### src/rtl/bird_physics_pkg.sv
// Shared types and default tuning for the bird vertical-physics engine.
// State encodings match the state_out bus seen by the draw FSM.
package bird_physics_pkg;

    typedef enum logic [1:0] {
        ST_IDLE = 2'b00,
        ST_FLY  = 2'b01,
        ST_DEAD = 2'b10
    } bird_state_t;

    localparam int DEF_Y_W         = 8;
    localparam int DEF_FRAC_W      = 4;
    localparam int DEF_Y_START     = 64;
    localparam int DEF_Y_MIN       = 0;
    localparam int DEF_Y_MAX       = 108;
    localparam int DEF_GRAVITY     = 4;
    localparam int DEF_VY_JUMP     = -40;
    localparam int DEF_VY_MAX      = 48;
    localparam int DEF_DEAD_TICKS  = 64;
    localparam int DEF_FLOOR_KILLS = 1;

    // Width of a counter that must reach n-1, never narrower than one bit.
    function automatic int cnt_width(input int n);
        return (n > 2) ? $clog2(n) : 1;
    endfunction

endpackage

### src/rtl/bird_step.sv
// One physics integration step: velocity update, position sum and ceiling/floor clamp.
// Purely combinational so several birds could share the same update rule.
module bird_step
    import bird_physics_pkg::*;
#(
    parameter int Y_W     = DEF_Y_W,
    parameter int FRAC_W  = DEF_FRAC_W,
    parameter int Y_MIN   = DEF_Y_MIN,
    parameter int Y_MAX   = DEF_Y_MAX,
    parameter int GRAVITY = DEF_GRAVITY,
    parameter int VY_JUMP = DEF_VY_JUMP,
    parameter int VY_MAX  = DEF_VY_MAX
) (
    input  logic [Y_W+FRAC_W-1:0]      pos,
    input  logic signed [Y_W+FRAC_W:0] vy,
    input  logic                       jump_now,
    output logic [Y_W+FRAC_W-1:0]      pos_next,
    output logic signed [Y_W+FRAC_W:0] vy_next,
    output logic                       hit_ceiling,
    output logic                       hit_floor
);
    localparam int POS_W = Y_W + FRAC_W;
    localparam int VY_W  = POS_W + 1;
    localparam int SUM_W = POS_W + 2;

    localparam logic signed [SUM_W-1:0] POS_MIN_S = SUM_W'(Y_MIN * (2 ** FRAC_W));
    localparam logic signed [SUM_W-1:0] POS_MAX_S = SUM_W'(Y_MAX * (2 ** FRAC_W));
    localparam logic signed [SUM_W-1:0] GRAV_S    = SUM_W'(GRAVITY);
    localparam logic signed [SUM_W-1:0] JUMP_S    = SUM_W'(VY_JUMP);
    localparam logic signed [SUM_W-1:0] VMAX_S    = SUM_W'(VY_MAX);

    logic signed [SUM_W-1:0] vy_grav;
    logic signed [SUM_W-1:0] vy_acc;
    logic signed [SUM_W-1:0] pos_sum;

    always_comb begin
        vy_grav     = SUM_W'(vy) + GRAV_S;
        vy_acc      = jump_now ? JUMP_S : ((vy_grav > VMAX_S) ? VMAX_S : vy_grav);
        // Position is unsigned; two guard bits keep the sum from wrapping either way.
        pos_sum     = $signed({2'b00, pos}) + vy_acc;
        hit_ceiling = 1'b0;
        hit_floor   = 1'b0;
        pos_next    = pos_sum[POS_W-1:0];
        vy_next     = vy_acc[VY_W-1:0];
        if (pos_sum < POS_MIN_S) begin
            hit_ceiling = 1'b1;
            pos_next    = POS_MIN_S[POS_W-1:0];
            vy_next     = '0;
        end else if (pos_sum >= POS_MAX_S) begin
            hit_floor = 1'b1;
            pos_next  = POS_MAX_S[POS_W-1:0];
            vy_next   = '0;
        end
    end

endmodule

### src/rtl/bird_physics.sv
// Vertical physics engine for the player sprite: fixed-point position/velocity,
// per-tick integration and the IDLE/FLY/DEAD life cycle with timed respawn.
module bird_physics
    import bird_physics_pkg::*;
#(
    parameter int Y_W         = DEF_Y_W,
    parameter int FRAC_W      = DEF_FRAC_W,
    parameter int Y_START     = DEF_Y_START,
    parameter int Y_MIN       = DEF_Y_MIN,
    parameter int Y_MAX       = DEF_Y_MAX,
    parameter int GRAVITY     = DEF_GRAVITY,
    parameter int VY_JUMP     = DEF_VY_JUMP,
    parameter int VY_MAX      = DEF_VY_MAX,
    parameter int DEAD_TICKS  = DEF_DEAD_TICKS,
    parameter int FLOOR_KILLS = DEF_FLOOR_KILLS
) (
    input  logic                       clk,
    input  logic                       Clear_b,
    input  logic                       tick,
    input  logic                       start,
    input  logic                       jump,
    input  logic                       collision,
    output logic [Y_W-1:0]             y_out,
    output logic signed [Y_W+FRAC_W:0] vy_out,
    output logic [1:0]                 state_out,
    output logic                       grounded,
    output logic                       dead
);
    localparam int POS_W = Y_W + FRAC_W;
    localparam int CNT_W = cnt_width(DEAD_TICKS);

    localparam logic [POS_W-1:0] POS_START = POS_W'(Y_START * (2 ** FRAC_W));
    localparam logic [CNT_W-1:0] CNT_LAST  = CNT_W'(DEAD_TICKS - 1);

    bird_state_t               state_reg;
    logic [POS_W-1:0]          pos_reg;
    logic signed [POS_W:0]     vy_reg;
    logic [CNT_W-1:0]          cnt_reg;
    logic                      pending_reg;
    logic                      grounded_reg;
    logic                      dead_reg;

    logic [POS_W-1:0]          pos_next;
    logic signed [POS_W:0]     vy_next;
    logic                      hit_ceiling;
    logic                      hit_floor;

    // A jump arriving on the tick cycle itself is honoured by that tick.
    bird_step #(
        .Y_W     (Y_W),
        .FRAC_W  (FRAC_W),
        .Y_MIN   (Y_MIN),
        .Y_MAX   (Y_MAX),
        .GRAVITY (GRAVITY),
        .VY_JUMP (VY_JUMP),
        .VY_MAX  (VY_MAX)
    ) u_step (
        .pos         (pos_reg),
        .vy          (vy_reg),
        .jump_now    (pending_reg | jump),
        .pos_next    (pos_next),
        .vy_next     (vy_next),
        .hit_ceiling (hit_ceiling),
        .hit_floor   (hit_floor)
    );

    always_ff @(posedge clk) begin
        if (!Clear_b) begin
            state_reg    <= ST_IDLE;
            pos_reg      <= POS_START;
            vy_reg       <= '0;
            cnt_reg      <= '0;
            pending_reg  <= 1'b0;
            grounded_reg <= 1'b0;
            dead_reg     <= 1'b0;
        end else begin
            case (state_reg)
                ST_IDLE: begin
                    pos_reg      <= POS_START;
                    vy_reg       <= '0;
                    cnt_reg      <= '0;
                    grounded_reg <= 1'b0;
                    dead_reg     <= 1'b0;
                    if (start || jump) begin
                        state_reg   <= ST_FLY;
                        pending_reg <= jump;
                    end
                end
                ST_FLY: begin
                    if (collision) begin
                        // Freeze in place; the hit wins over any jump or clamp this cycle.
                        state_reg   <= ST_DEAD;
                        vy_reg      <= '0;
                        pending_reg <= 1'b0;
                        cnt_reg     <= '0;
                        dead_reg    <= 1'b1;
                    end else if (tick) begin
                        pos_reg      <= pos_next;
                        vy_reg       <= vy_next;
                        pending_reg  <= 1'b0;
                        grounded_reg <= hit_floor;
                        if (hit_floor && (FLOOR_KILLS != 0)) begin
                            state_reg <= ST_DEAD;
                            cnt_reg   <= '0;
                            dead_reg  <= 1'b1;
                        end
                    end else if (jump) begin
                        pending_reg <= 1'b1;
                    end
                end
                ST_DEAD: begin
                    pending_reg <= 1'b0;
                    if (tick) begin
                        if (cnt_reg == CNT_LAST) begin
                            state_reg    <= ST_IDLE;
                            pos_reg      <= POS_START;
                            vy_reg       <= '0;
                            grounded_reg <= 1'b0;
                            dead_reg     <= 1'b0;
                            cnt_reg      <= '0;
                        end else begin
                            cnt_reg <= cnt_reg + 1'b1;
                        end
                    end
                end
                default: begin
                    state_reg <= ST_IDLE;
                    dead_reg  <= 1'b0;
                end
            endcase
        end
    end

    assign y_out     = pos_reg[POS_W-1:FRAC_W];
    assign vy_out    = vy_reg;
    assign state_out = state_reg;
    assign grounded  = grounded_reg;
    assign dead      = dead_reg;

    logic unused_flags;
    assign unused_flags = hit_ceiling;

endmodule
### config.mk
export PLATFORM = sky130hd
export DESIGN_NAME = bird_physics
export DESIGN_NICKNAME = d
export VERILOG_FILES = /design/src/rtl/bird_physics_pkg.sv /design/src/rtl/bird_step.sv /design/src/rtl/bird_physics.sv
export SDC_FILE = /design/constraint.sdc
export NUM_CORES = 1
export LEC_CHECK = 0
export BUFFER_PORTS_ARGS = -buffer_cell sky130_fd_sc_hd__buf_2
export CAP_MARGIN = 10
export CORE_MARGIN = 2
export CORE_UTILIZATION = 40
export DETAILED_ROUTE_END_ITERATION = 7
export GPL_TIMING_DRIVEN = 0
export PLACE_DENSITY = 0.67
export SLEW_MARGIN = 20
export SYNTH_ARGS = -nofsm -noshare
export SYNTH_HDL_FRONTEND = slang
export SYNTH_SLANG_ARGS = --single-unit
### constraint.sdc
create_clock -name clk -period 4.3 [get_ports clk]
set_input_delay 0.43 -clock clk [delete_from_list [all_inputs] [get_ports clk]]
set_output_delay 0.43 -clock clk [all_outputs]
set_load 0.01 [all_outputs]
==> impl_metrics.ini, run 1 <==
[yosys]
synth_compound_area_share_pct = 28.6
synth_top_area_share_pct = 26.1
synthTopCellsByArea = dfxtp_1, ha_1, a22oi_1, nor2_1, nand2_1
synth_edf_count = 0
yosys.area_share.simple_pct = 23.0
yosys.area.top_type = dfxtp_1
synth.area.mux_share_pct = 1.81
synth_seq_area_share_pct = 26.1
synth_cells = 338
avgSynthCellArea_um2 = 8.17
syn_nets = 364
yosys_warnings = 0
synth-main-ff-cell = dfxtp_1
yosys.area_share.adder_pct = 9.33
syn_area_um2 = 2760
post_synth_xor_area_fraction_pct = 4.12
synth_top_family_by_area = compound AO/OA/AOI/OAI gates
ys_ff_latch = 36
synth.distinct_cells = 67
async_reset_ff_share_pct = 0

[clocking]
htreeDepth = 2
cts_tree = done
ctsHoldBuffers = 0
clk_path_buf_depth = 2
cts.clk_slew.worst_paths_ns = 0.07
cts-root-buf = clkbuf_8
clock_insertion_delay_worst_skew_ns = 0.30
cts_made_buffers = 5
clock-sinks = 36

[global_routing]
grt_usage_pct = 21.2
grt_max_degree = 12
grt_pass1_wl_um = 12700
antenna_found_initial = 0
first_global_vias = 2549
grt_overflow = 0

[sta]
worst_slew_pin_slew_ns = 0.602
fin_ws_ns = -0.255
rsz0062_at_grt = yes
fin_worst_skew_ns = 0.00890
maxSlewViolCount = 0
setup_viol = 33
whs_ns = 0.473
period_needed_ns = 4.55
hold_violations = 0
finalCritPeriodShare_pct = 106
fmax_ghz = 0.220
slew_headroom_pct = 59.9

[cells_and_area]
final_cell_mix = buf_4, buf_2, nor2_1, dfxtp_1, nand2_1
syn2layout_area_growth_pct = 37.2
n_fill_cell = 615
multi_input_area_um2 = 2230
final_common_cell = buf_4
postLayoutCoreUtil_pct = 56.1
regArea_um2 = 747
largest_reg_flops = 13
drive_gt1_share_pct = 41.1
n_antenna_cell = 0
nets = 435

[die]
core_area_um2 = 6760
die-area_um2 = 7590
io_pins = 31
rows = 30
die_y_um = 87.1
initial_core_util_pct = 40.9
die_w_um = 87.1

[placement]
io_buffers = 30
hpwl_um = 5490
globalplace.congestion = 0.968

[routing]
drc = 0
viasPerCell = 5.82
detail_route.wl_per_cell_um = 17.1
vias = 2845
routed_wirelength_um = 8350
dr.pass1.iters = 4
drt-initial-drc-count = 214
ant_nets = 0

[power_and_ir_drop]
p_switching_uw = 710
switching_share_pct = 44.4
clkPwrFrac_pct = 15.1
power_leakage_uw = 0.00162
intPower_uw = 888
irDropWorstVdd_v = 0.000288
comb_power_share_pct = 59.5
p_per_area_nw_per_um2 = 421
power_frac_seq_pct = 25.4

[worst_hold_path]
hp-start = cnt_reg[4]$_SDFFE_PN0P_
hold_end = cnt_reg[4]$_SDFFE_PN0P_
min_path_type = flop to flop
hold_depth = 2

[worst_setup_path]
reg2reg_slack_ns = -0.25
crit_type = flop to flop
critPathArrivalTime_ns = 4.75
critPathTopFamily = simple AND/OR/NAND/NOR gates
endpoint_kind = flop
required_ns = 4.49
worst_path_max_delay_cell = or4_4
critPathLaunchType = flop
cp_max_fo = 8
timing.rr.start = vy_out[3]$_SDFFE_PN0P_
reg2reg_to = cnt_reg[2]$_SDFFE_PN0P_
max_stage_delay_ns = 0.54
r2r_cells = 16
worst-path-buf-inv = 1
critical_path.cell_chain = nand2_4, or4_4, nor3_4, o221ai_2, o31a_1, nand2b_4, or3_4, ha_4, or4_4, o2111a_1, or3_4, o2111a_2, o211ai_1, buf_4, a21oi_4, a41o_1

[run_status]
violations = setup timing
outcome = finished with violations

[run]
maxCapViolations = 0
tightest hold or removal path, cell delays in order (launching register included):
cell	delay, ns
dfxtp_1	0.33
nand2_1	0.05
mux2i_1	0.05
metal layers:
metal | global-route usage, % | up-vias | wire length [um]
met5 | 0 | - | 0
met2 | 34.4 | 81 | 4040
met3 | 3.13 | 12 | 383
li1 | - | 1404 | -
met1 | 29.7 | 1348 | 3810
met4 | 5.31 | 0 | 121
power groups by stage:
stage / logic (uW) / registers, uW / clock network (uW)
floorplan: 495 / 411 / 0
global placement: 657 / 411 / 0
detailed placement: 661 / 413 / 0
CTS: 780 / 404 / 248
global route: 1020 / 410 / 263
finish: 950 / 405 / 242
final cells by class:
class | instances | area share [%]
Inverter | 18 | 1.85
Clock inverter | 2 | 0.330
Buffer | 16 | 3.37
Sequential cell | 36 | 19.7
Tap cell | 80 | 2.64
Clock buffer | 5 | 1.82
Timing Repair Buffer | 65 | 11.5
Multi-Input combinational cell | 267 | 58.8
kinds of logic (layout without fill, tap and decap cells):
logic type	Yosys count	count (layout)
simple gates	121	121
compound gates	108	108
flops	36	36
buf+inv	35	106
fa+ha+maj	20	20
xor+xnor	13	13
mux	5	5
through the flow:
step                instances  setup TNS (ns)  power, uW  worst slack [ns]  area (um^2)
floorplan                 338          -0.316        906           -0.0817         2830
global placement          448          -14.88       1070            -0.586         3080
detailed placement        448          -16.81       1070            -0.663         3080
CTS                       474           -2.80       1430            -0.246         3510
global route              489          -10.13       1690            -0.426         3790
finish                    489           -4.11       1600            -0.255         3790
synthesized netlist by cell type, types with 5 or more instances:
cell      count
a21o_1        6
a21oi_1      16
a22oi_1      17
and2_1        7
and3_1        6
buf_4         9
dfxtp_1      36
ha_1         19
inv_1        17
mux2i_1       5
nand2_1      28
nand2b_1      7
nand3_1      12
nor2_1       30
nor3_1        5
o211ai_1      6
o21ai_0      19
xnor2_1       8
xor2_1        5
worst max-delay path by stage:
stage | cells after the start | slack, ns | endpoint | from
after floorplan | 16 | -0.08 | vy_out[2]$_SDFFE_PN0P_ | vy_out[4]$_SDFFE_PN0P_
after global placement | 20 | -0.59 | vy_out[2]$_SDFFE_PN0P_ | vy_out[2]$_SDFFE_PN0P_
after detailed placement | 20 | -0.66 | vy_out[2]$_SDFFE_PN0P_ | vy_out[2]$_SDFFE_PN0P_
after CTS | 17 | -0.25 | cnt_reg[2]$_SDFFE_PN0P_ | vy_out[5]$_SDFFE_PN0P_
after global routing | 21 | -0.43 | cnt_reg[4]$_SDFFE_PN0P_ | vy_out[3]$_SDFFE_PN0P_
final | 16 | -0.25 | cnt_reg[2]$_SDFFE_PN0P_ | vy_out[3]$_SDFFE_PN0P_
timing repair:
| item | CTS | global route |
|---|---|---|
| buffers inserted | 18 | 17 |
| endpoints found under the setup margin | 34 | 34 |
| pin swaps | 20 | 29 |
| resized for setup | 46 | 41 |
| cloned | 1 | 0 |
No activity file was read; power rests on OpenSTA's default activity.
==> run 2: changes to the inputs <==
--- a/config.mk
+++ b/config.mk
@@ -12,6 +12,7 @@
 export DETAILED_ROUTE_END_ITERATION = 7
 export GPL_TIMING_DRIVEN = 0
 export PLACE_DENSITY = 0.67
+export SETUP_SLACK_MARGIN = 0.3
 export SLEW_MARGIN = 20
 export SYNTH_ARGS = -nofsm -noshare
 export SYNTH_HDL_FRONTEND = slang
==> run 2 against run 1 <==
The run still ends with setup timing left. Non-clock buffer count shrank 5. Register-to-register slack lost 0.03 ns. Worst setup slack worse by 0.028 ns. Design area shrank 5.5%. Combinational power is 11% lower. Worst hold slack lost 0.0017 ns. Routed wire length shrank 4.1%. Total power fell by 6.3%. Global-route usage up 1.0 points. Sequential power hardly changed. Via count decreased by 0.46%. Critical path type unchanged. Highest routed layer unchanged.
==> impl_metrics.ini, run 2 (synthesis gave the netlist of run 1 again) <==
[run_status]
outcome = finished with violations
violations = setup timing

[global_routing]
grt_pass1_wl_um = 13300
grt_max_degree = 12
antenna_found_initial = 0
grt_overflow = 0
grt_usage_pct = 22.3
first_global_vias = 2703

[sta]
maxSlewViolCount = 0
whs_ns = 0.472
setup_viol = 33
period_needed_ns = 4.58
worst_slew_pin_slew_ns = 0.583
slew_headroom_pct = 61.2
fin_ws_ns = -0.283
fin_worst_skew_ns = 0.00909
rsz0062_at_grt = yes
fmax_ghz = 0.218
hold_violations = 0
finalCritPeriodShare_pct = 107

[clocking]
cts_tree = done
htreeDepth = 2
clock-sinks = 36
cts-root-buf = clkbuf_8
clock_insertion_delay_worst_skew_ns = 0.29
clk_path_buf_depth = 2
cts_made_buffers = 5
cts.clk_slew.worst_paths_ns = 0.08

[power_and_ir_drop]
p_per_area_nw_per_um2 = 418
irDropWorstVdd_v = 0.000292
power_leakage_uw = 0.00156

[run]
maxCapViolations = 0

[worst_setup_path]
reg2reg_to = cnt_reg[2]$_SDFFE_PN0P_
r2r_cells = 16
crit_type = flop to flop
cp_max_fo = 7
required_ns = 4.49
timing.rr.start = vy_out[7]$_SDFFE_PN0P_
critPathArrivalTime_ns = 4.77
startpoint = vy_out[7]$_SDFFE_PN0P_
critPathLaunchType = flop
reg2reg_slack_ns = -0.28
endpoint_kind = flop

[cells_and_area]
n_fill_cell = 619
final_cell_mix = buf_4, buf_2, nor2_1, dfxtp_1, nand2_1
design_area_um2 = 3580
nets = 430
regArea_um2 = 743
drive_gt1_share_pct = 33.9
syn2layout_area_growth_pct = 29.7
final_common_cell = buf_4
multi_input_area_um2 = 2080
largest_reg_flops = 13
n_antenna_cell = 0

[worst_hold_path]
hp-start = cnt_reg[4]$_SDFFE_PN0P_
hold_end = cnt_reg[4]$_SDFFE_PN0P_
min_path_type = flop to flop
hold_depth = 2

[die]
die_y_um = 87.1
core_area_um2 = 6760
io_pins = 31
initial_core_util_pct = 40.9
rows = 30
die-area_um2 = 7590
die_w_um = 87.1

[routing]
detail_route.wl_per_cell_um = 16.6
viasPerCell = 5.85
routed_wirelength_um = 8010
ant_nets = 0
drt-initial-drc-count = 289
drc = 0
vias = 2832
dr.pass1.iters = 4

[placement]
globalplace.congestion = 0.893
placed_cell_area_um2 = 3100
hpwl_um = 5500
dp_slack_ns = -0.686
io_buffers = 30
run 2: cell count changes in the layout (fill, tap and decap cells not counted), moves of 3 or more:
cell	change
a22oi_1	+7
a21oi_1	+3
o21ai_2	-3
nand2_1	+3
a22oi_2	-7
buf_6	-3
run 2: per-layer routing:
layer | share of wire [%] | up-vias | track usage (%)
li1 | - | 1401 | -
met2 | 48 | 74 | 36.7
met4 | 2.5 | 0 | 8.39
met5 | 0 | - | 0
met3 | 3.9 | 16 | 4.45
met1 | 46 | 1341 | 28.7
run 2: worst max-delay path: stages (launching register included):
cell and delay, ns:
dfxtp_4 0.39, buf_4 0.14, a21boi_0 0.12, o41a_1 0.44, nor3_2 0.12, o221ai_1 0.13
o31a_1 0.29, nand2b_4 0.19, or3_4 0.36, ha_4 0.17, or4_4 0.48, o2111a_1 0.29
or3_4 0.38, o2111a_2 0.17, o211ai_1 0.43, a21oi_2 0.16, a41o_1 0.20
run 2: cell type report:
class	count	share of cell area (%)
multi-input cells	267	58.0
clock buffers	5	1.92
flip-flops and latches	36	20.7
repair buffers	59	10.5
clock inverters	2	0.349
plain buffers	17	3.88
well taps	80	2.79
inverters	18	1.89
run 2: how the worst max path moves through the flow:
stage	end	slack [ns]	depth (start not counted)
2_1_floorplan	vy_out[2]$_SDFFE_PN0P_	-0.08	16
3_3_place_gp	vy_out[2]$_SDFFE_PN0P_	-0.64	20
3_5_place_dp	vy_out[2]$_SDFFE_PN0P_	-0.69	20
4_1_cts	cnt_reg[3]$_SDFFE_PN0P_	-0.29	20
5_1_grt	cnt_reg[2]$_SDFFE_PN0P_	-0.48	20
6_report	cnt_reg[2]$_SDFFE_PN0P_	-0.28	16
run 2: power breakdown:
part | internal, uW | total, uW | switching [uW]
logic | 362 | 849 | 487
registers | 367 | 404 | 36.1
clock network | 110 | 243 | 133
total | 840 | 1500 | 656
run 2: per-stage QoR:
stage,utilization [%],power [uW],instances,setup TNS (ns)
CTS,51.7,1430,480,-5.09
global placement,45.9,1080,448,-14.96
detailed placement,45.9,1090,448,-16.20
finish,53.0,1500,484,-5.59
global route,53.0,1600,484,-11.43
floorplan,-,914,338,-0.318
run 2: repair_timing:
action	in CTS	in global routing
setup endpoints to repair	34	34
hold endpoints to repair	0	0
cloned	1	0
resized for setup	29	15
pin swaps	29	13
hold buffers	0	0
setup buffers	24	4
